--- src/rtl/delta_ctrl.sv ---
// delta_ctrl: microprogrammed sequencer for the LSTM backward-pass delta datapath.
// Replays prog[0..eff_len-1] once per element and walks the element index.
module delta_ctrl #(
  parameter int ADDR_WIDTH = 8,
  parameter int STEPS      = 12,
  parameter int PROG_AW    = 4,
  parameter int CW         = 25
) (
  input  logic                  clk,
  input  logic                  rst,
  input  logic                  start,
  input  logic                  abort,
  input  logic [ADDR_WIDTH-1:0] n_elem,
  input  logic [PROG_AW-1:0]    prog_len,
  input  logic                  prog_we,
  input  logic [PROG_AW-1:0]    prog_addr,
  input  logic [CW-1:0]         prog_data,
  output logic                  busy,
  output logic                  done,
  output logic [ADDR_WIDTH-1:0] rd_addr,
  output logic [ADDR_WIDTH-1:0] wr_addr,
  output logic                  wr_dgate_en,
  output logic                  wr_dstate_en,
  output logic [1:0]            wr_gate_id,
  output logic [1:0]            sel_in1,
  output logic [1:0]            sel_in2,
  output logic                  sel_in3,
  output logic [1:0]            sel_in4,
  output logic [2:0]            sel_in5,
  output logic [1:0]            sel_x1_1,
  output logic                  sel_x1_2,
  output logic [1:0]            sel_x2_2,
  output logic                  sel_as_1,
  output logic [1:0]            sel_as_2,
  output logic                  sel_addsub,
  output logic [1:0]            sel_temp
);

  typedef enum logic [1:0] {S_IDLE, S_RUN, S_DONE} state_t;

  localparam logic [PROG_AW-1:0] STEPS_W = PROG_AW'(STEPS);

  state_t                r_state;
  state_t                w_next;
  logic [CW-1:0]         r_prog [STEPS];
  logic [ADDR_WIDTH-1:0] r_elem;
  logic [ADDR_WIDTH-1:0] r_n_elem;
  logic [PROG_AW-1:0]    r_step;
  logic [PROG_AW-1:0]    r_len;
  logic [PROG_AW-1:0]    w_eff_len;
  logic                  w_last_step;
  logic                  w_last_elem;
  logic                  w_run;
  logic [CW-1:0]         w_word;

  assign w_eff_len   = (prog_len > STEPS_W) ? STEPS_W : prog_len;
  assign w_last_step = (r_step == r_len - PROG_AW'(1));
  assign w_last_elem = (r_elem == r_n_elem - ADDR_WIDTH'(1));
  assign w_run       = (r_state == S_RUN);

  always_comb begin
    w_next = r_state;
    unique case (r_state)
      S_IDLE: begin
        if (start) begin
          if (n_elem == '0 || w_eff_len == '0) w_next = S_DONE;
          else                                 w_next = S_RUN;
        end
      end
      S_RUN: begin
        if (abort)                           w_next = S_IDLE;
        else if (w_last_step && w_last_elem) w_next = S_DONE;
      end
      S_DONE:  w_next = S_IDLE;
      default: w_next = S_IDLE;
    endcase
  end

  always_ff @(posedge clk or posedge rst) begin
    if (rst) begin
      r_state  <= S_IDLE;
      r_elem   <= '0;
      r_step   <= '0;
      r_n_elem <= '0;
      r_len    <= '0;
    end else begin
      r_state <= w_next;
      unique case (r_state)
        S_IDLE: begin
          if (w_next == S_RUN) begin
            r_n_elem <= n_elem;
            r_len    <= w_eff_len;
            r_elem   <= '0;
            r_step   <= '0;
          end
        end
        S_RUN: begin
          if (w_next != S_RUN) begin
            r_elem <= '0;
            r_step <= '0;
          end else if (w_last_step) begin
            r_step <= '0;
            r_elem <= r_elem + ADDR_WIDTH'(1);
          end else begin
            r_step <= r_step + PROG_AW'(1);
          end
        end
        default: ;
      endcase
    end
  end

  // Program store is only writable while the sequencer is parked.
  always_ff @(posedge clk or posedge rst) begin
    if (rst) begin
      for (int i = 0; i < STEPS; i++) r_prog[i] <= '0;
    end else if (prog_we && r_state == S_IDLE && prog_addr < STEPS_W) begin
      r_prog[prog_addr] <= prog_data;
    end
  end

  always_comb begin
    w_word = '0;
    if (w_run) w_word = r_prog[r_step];
  end

  assign busy         = w_run;
  assign done         = (r_state == S_DONE);
  assign rd_addr      = w_run ? r_elem : '0;
  assign wr_addr      = w_run ? r_elem : '0;
  assign sel_in1      = w_word[1:0];
  assign sel_in2      = w_word[3:2];
  assign sel_in3      = w_word[4];
  assign sel_in4      = w_word[6:5];
  assign sel_in5      = w_word[9:7];
  assign sel_x1_1     = w_word[11:10];
  assign sel_x1_2     = w_word[12];
  assign sel_x2_2     = w_word[14:13];
  assign sel_as_1     = w_word[15];
  assign sel_as_2     = w_word[17:16];
  assign sel_addsub   = w_word[18];
  assign sel_temp     = w_word[20:19];
  assign wr_dgate_en  = w_word[21];
  assign wr_dstate_en = w_word[22];
  assign wr_gate_id   = w_word[24:23];

endmodule

--- config.mk ---
export PLATFORM = sky130hd
export DESIGN_NAME = delta_ctrl
export DESIGN_NICKNAME = d
export VERILOG_FILES = /design/src/rtl/delta_ctrl.sv
export SDC_FILE = /design/constraint.sdc
export NUM_CORES = 1
export LEC_CHECK = 0
export CAP_MARGIN = 5
export CORE_MARGIN = 8
export CORE_UTILIZATION = 55
export DETAILED_ROUTE_END_ITERATION = 8
export PLACE_DENSITY = 0.74
export SYNTH_ARGS = -nofsm -noshare
export SYNTH_HDL_FRONTEND = slang
export SYNTH_SLANG_ARGS = --single-unit
--- constraint.sdc ---
create_clock -name clk -period 37.9 [get_ports clk]
set_clock_uncertainty 0.2 [all_clocks]
set_input_delay 9.475 -clock clk [delete_from_list [all_inputs] [get_ports clk]]
set_output_delay 9.475 -clock clk [all_outputs]
set_load 0.02 [all_outputs]
======== Yosys cells after proc, flatten, opt, wreduce, memory -nomap -nowiden ========
Index checks and enable logic that the tools add are counted.
cells by class
  add/subtract/negate cells ............... 4
  magnitude comparators ................... 5
  equal/unequal tests ..................... 8
  mux-type cells .......................... 22
  bitwise gates (word level) .............. 2
  reductions and logical operators ........ 12
operators with widths
  cell                 count
  $bwmux 300           1
  $bmux 25 s4          1
  $demux 25 s4         1
  $mux 25              4
  $mux 8               4
  $mux 4               4
  $pmux 8 s2           1
  $ge 5x5->1 const B   2
  $not 4->5            2
  $add 8x1->8 const B  1
  $eq 8x8->1           1
  $logic_not 8->1      1
  $mux 2               4
  $pmux 4 s2           1
  $sub 8x1->8 const B  1
  $lt 5x1->1 const B   1
  $add 4x1->4 const B  1
  $eq 2x1->1 const B   2
  $eq 4x4->1           1
  $gt 4x4->1 const B   1
  $logic_and 1x1->1    4
  $logic_not 4->1      1
  $lt 4x4->1 const B   1
  $pmux 2 s2           1
  other kinds (10)     11
storage, ports and cells
  flip-flop bits (word level) ............. 326
  bits of input ports ..................... 46
  word-level logic and storage cells ...... 70

======== Depth between registers and ports, before layout ========
  depth after elaboration ................. 10
  gate-level depth with buffers ........... 10
  gate-level depth less buffers ........... 9

======== Worst setup path after synthesis ========
OpenSTA, ideal clock, no wires.
  kind .................................... register -> output
  start ................................... register r_step[1]
  end ..................................... output sel_in5[1]
  arrival ................................. 1726 ps
  required time ........................... 28225 ps
  slack ................................... 26499 ps
  stages on the path, launching flop included .. 8
  buffers on the path ..................... 2
  cell sequence ........................... dfrtp_1 buf_2 buf_2 mux4_2 mux2i_1 nor2_1 a21oi_1 nor2_1
on the way
  longest elaborated chain between the ends .. 5
ends and longest elaborated chain
  item                                         RTL line  text
  start: declaration                           48        logic [PROG_AW-1:0] r_step;
  start signal: assignment                     105       r_step <= r_step + PROG_AW'(1);
  $not 4->5 (not written as such)              124       if (w_run) w_word = r_prog[r_step];
  $bmux 25 s4                                  124
  $mux 25 (not written as such) (2 in series)  124
  $mux 25                                      124
  end: declaration                             29        output logic [2:0] sel_in5,
No other way between the ends. The select of a mux whose other input is x is not followed.

======== Worst setup path after layout ========
  start ................................... register r_step[0]
  end ..................................... output sel_in1[0]
on the way
  longest elaborated chain between the ends .. 5
ends and longest elaborated chain
  item                                         RTL line  text
  $not 4->5 (not written as such)              124
  $bmux 25 s4                                  124
  $mux 25 (not written as such) (2 in series)  124
  $mux 25                                      124
  end: declaration                             25        output logic [1:0] sel_in1,
No other way between the ends. The select of a mux whose other input is x is not followed.

==> flow_summary.toml <==
[logic_synthesis]
ys.flop_type = "dfrtp_1"
synth_cells = 1063
ys_seq_elements = 326
synth_warnings = 0
synth_fp_nets = 1113
syn_avg_cell_area_sq_um = 14.61
async_reset_ff_share_pct = 100.0
synth_top_area_share_pct = 52.54
synth_edf_count = 0
synth_top_cell_by_area = "dfrtp_1"
synthesis.area_sq_mm = 0.01553
synth_cell_type_count = 53
synthTopCellsByArea = "dfrtp_1 53%, mux2_2 21%, mux4_2 11%, mux2_4 1.9%, mux2i_1 1.6%"
yosysSeqAreaShare_pct = 52.54

[layout]
seq_area_sq_mm = 0.008167
finalNetCount = 1157
areaGrowthSynthToFinish_pct = 13.62
fin_cells = 1513
multi_input_area_sq_mm = 0.006817
final.fill_count = 2082
drive_above_1_share_pct = 41.98
final_core_util_pct = 63.50

[timing]
fmax_mhz = 73.65
slew_violations = 0
worst_slew_pin_slew_ns = 1.237
whs_ns = 0.3000
finalCritPeriodShare_pct = 35.82
rsz0062_at_grt = "no"
fin_tns_setup_ns = 0
maxSlewHeadroom_pct = 17.36
hold_violations = 0
final.min_clock_period_ns = 13.58
setup_viol_count_final = 0

[drt]
detail_route.first_pass.iterations = 4
post_drt_via_cell_ratio = 5.899
via_count = 8925
drtAntennaViolNets = 0
routed_wl_mm = 33.49
dr.first_iter.drc_count = 607
drc = 0
wl_per_cell_microns = 22.14

[place]
port_buffers = 88
dpl.hpwl_mm = 19.03
finalWeightedCongestion = 0.7814
dp_cells = 1448

[clock_network]
cts.repair.resized = 0
numCtsBuffers = 35
htreeDepth = 2
cts-root-buf = "clkbuf_16"
insertion_delay_ns = 0.50
clockBufferDepth = 3
cts_hold_buf = 0
cts_tree = "yes"
clk_pin_slew_worst_paths_ns = 0.06
post_cts_buffers = 0
clkSinkCount = 326

[worst_setup_path]
worst_setup_path_start_kind = "flip-flop"
worstPathArrival_ns = 3.90
crit_path_end_kind = "output port"
path_max_fanout = 41
cp.required_ns = 28.23
criticalPathCategory = "flip-flop to output port"

[die]
dieArea_sq_mm = 0.03386
start_util_pct = 55.89
die_width_microns = 184.0
coreArea_sq_mm = 0.02778
rows = 61
io_pins = 89
die_y_microns = 184.0

[power]
power.density_mw_per_mm2 = 60.75
swShare_pct = 26.91
finalPower_uw = 1072
p_seq_share_pct = 44.9
pwr-share-comb_pct = 23.7
p_leak_uw = 0.007667
pwr-share-clk_pct = 31.4
ir_drop_uv = 33.46
p_int_uw = 783.3
p_switching_uw = 288.4

[grt]
antenna_found_initial = 2
grt_max_degree = 112
grt-ovfl-total = 0
grt_use_total_pct = 20.65
grt_pass1_wl_mm = 55.24
grt_pass1_vias = 9681

[flow_run]
cap_violations = 0

[status]
outcome = "complete, no violations"

[worst_hold_path]
hold_path_class = "flip-flop to flip-flop"
## routing by layer
layer	GRT usage (%)	vias up	part of all wire [%]
li1	-	3948	-
met1	29.88	4744	46
met2	32.21	187	47
met3	3.379	44	5.7
met4	5.324	2	1.9
met5	0	-	0.030
## synth_stat cells, types with 2 or more instances
master / n
nor3_4: 3
nand2b_1: 9
xnor2_1: 10
buf_6: 3
and2_1: 7
mux2i_1: 25
nor2_2: 6
nor3_1: 8
nor2_1: 60
nor2b_1: 3
inv_1: 7
buf_2: 27
clkbuf_1: 35
nand2_1: 21
nor4_1: 4
mux4_2: 75
a21oi_1: 30
buf_12: 2
xor2_1: 8
a32o_1: 2
buf_4: 28
o21ai_1: 6
mux2_2: 287
ha_1: 4
dfrtp_1: 326
o21ai_0: 12
nand3_1: 8
nand4_1: 3
mux2_4: 20
## power groups by stage
stage | Clock [uW] | Sequential [uW] | Combinational [uW]
2_1_floorplan | 0 | 461 | 215
3_3_place_gp | 0 | 483 | 249
3_5_place_dp | 0 | 486 | 256
4_1_cts | 344 | 481 | 257
5_1_grt | 359 | 493 | 278
6_report | 337 | 481 | 254
## through the flow
step,worst slack [ns],instance area [sq um]
2_1_floorplan,19.20,15530
3_3_place_gp,24.80,16490
3_5_place_dp,24.78,16490
4_1_cts,24.25,17640
5_1_grt,24.01,17640
6_report,24.32,17640
## cells by family after synthesis
| family | Yosys count | share of synthesized area (%) |
|---|---|---|
| XOR/XNOR | 18 | 1.015 |
| AND/OR/NAND/NOR | 145 | 4.972 |
| multiplexers | 408 | 35.31 |
| adder cells (fa/ha/maj) | 4 | 0.3223 |
| buffers and inverters | 104 | 3.771 |
| flip-flops | 326 | 52.54 |
| AO/OA/AOI/OAI | 58 | 2.071 |
## state kept, by name, summed over array words and instances, names as in the netlist
register / flops
r_n_elem: 8
r_state: 2
r_elem: 8
r_prog: 300
r_len: 4
r_step: 4
## final cells by class
type | instances | share of cell area, %
clock inverter | 9 | 0.4610
tap | 378 | 2.681
timing repair buffer | 103 | 5.631
antenna | 1 | 0.01418
clock buffer | 55 | 6.071
inverter | 8 | 0.2128
sequential | 326 | 46.29
multi-input combinational | 633 | 38.64
## worst paths after layout
path	start	slack [ns]	cells past startpoint	end
setup / recovery	r_step[0]	24.32	7	sel_in1[0]
hold / removal	r_prog[18]	0.30	1	r_prog[18]
setup reg to reg	r_step[3]	34.99	7	r_elem[3]
hold reg to reg	r_prog[18]	0.30	1	r_prog[18]
max in group asynchronous	rst	25.79	4	r_prog[118]
min in group asynchronous	rst	9.31	2	r_prog[149]
## worst max-delay path, stage by stage (launching register included)
cell and delay, ns:
dfrtp_4 0.92, buf_4 0.75, mux4_2 0.58, mux2i_1 0.15, nor2_1 0.06, a21oi_1 0.24
nor2_1 0.07, clkdlybuf4s50_1 0.55
## layout by cell type (no fill, tap or decap), drive strengths merged, types with 2 or more instances in the layout
master         instances
xor2                   8
nand3                 10
nor2b                  3
inv                   10
mux2i                 25
nand2b                10
clkinv                 6
and2                   7
buf                   15
xnor2                 10
clkdlybuf4s50         88
nor2                  67
dfrtp                326
a21oi                 30
mux4                  75
nand3b                 2
nor4                   5
o21ai                 18
a32o                   2
ha                     4
mux2                 308
nand2                 22
nand4                  3
clkbuf                55
nor3                  12
(Power assumes the default switching activity.)
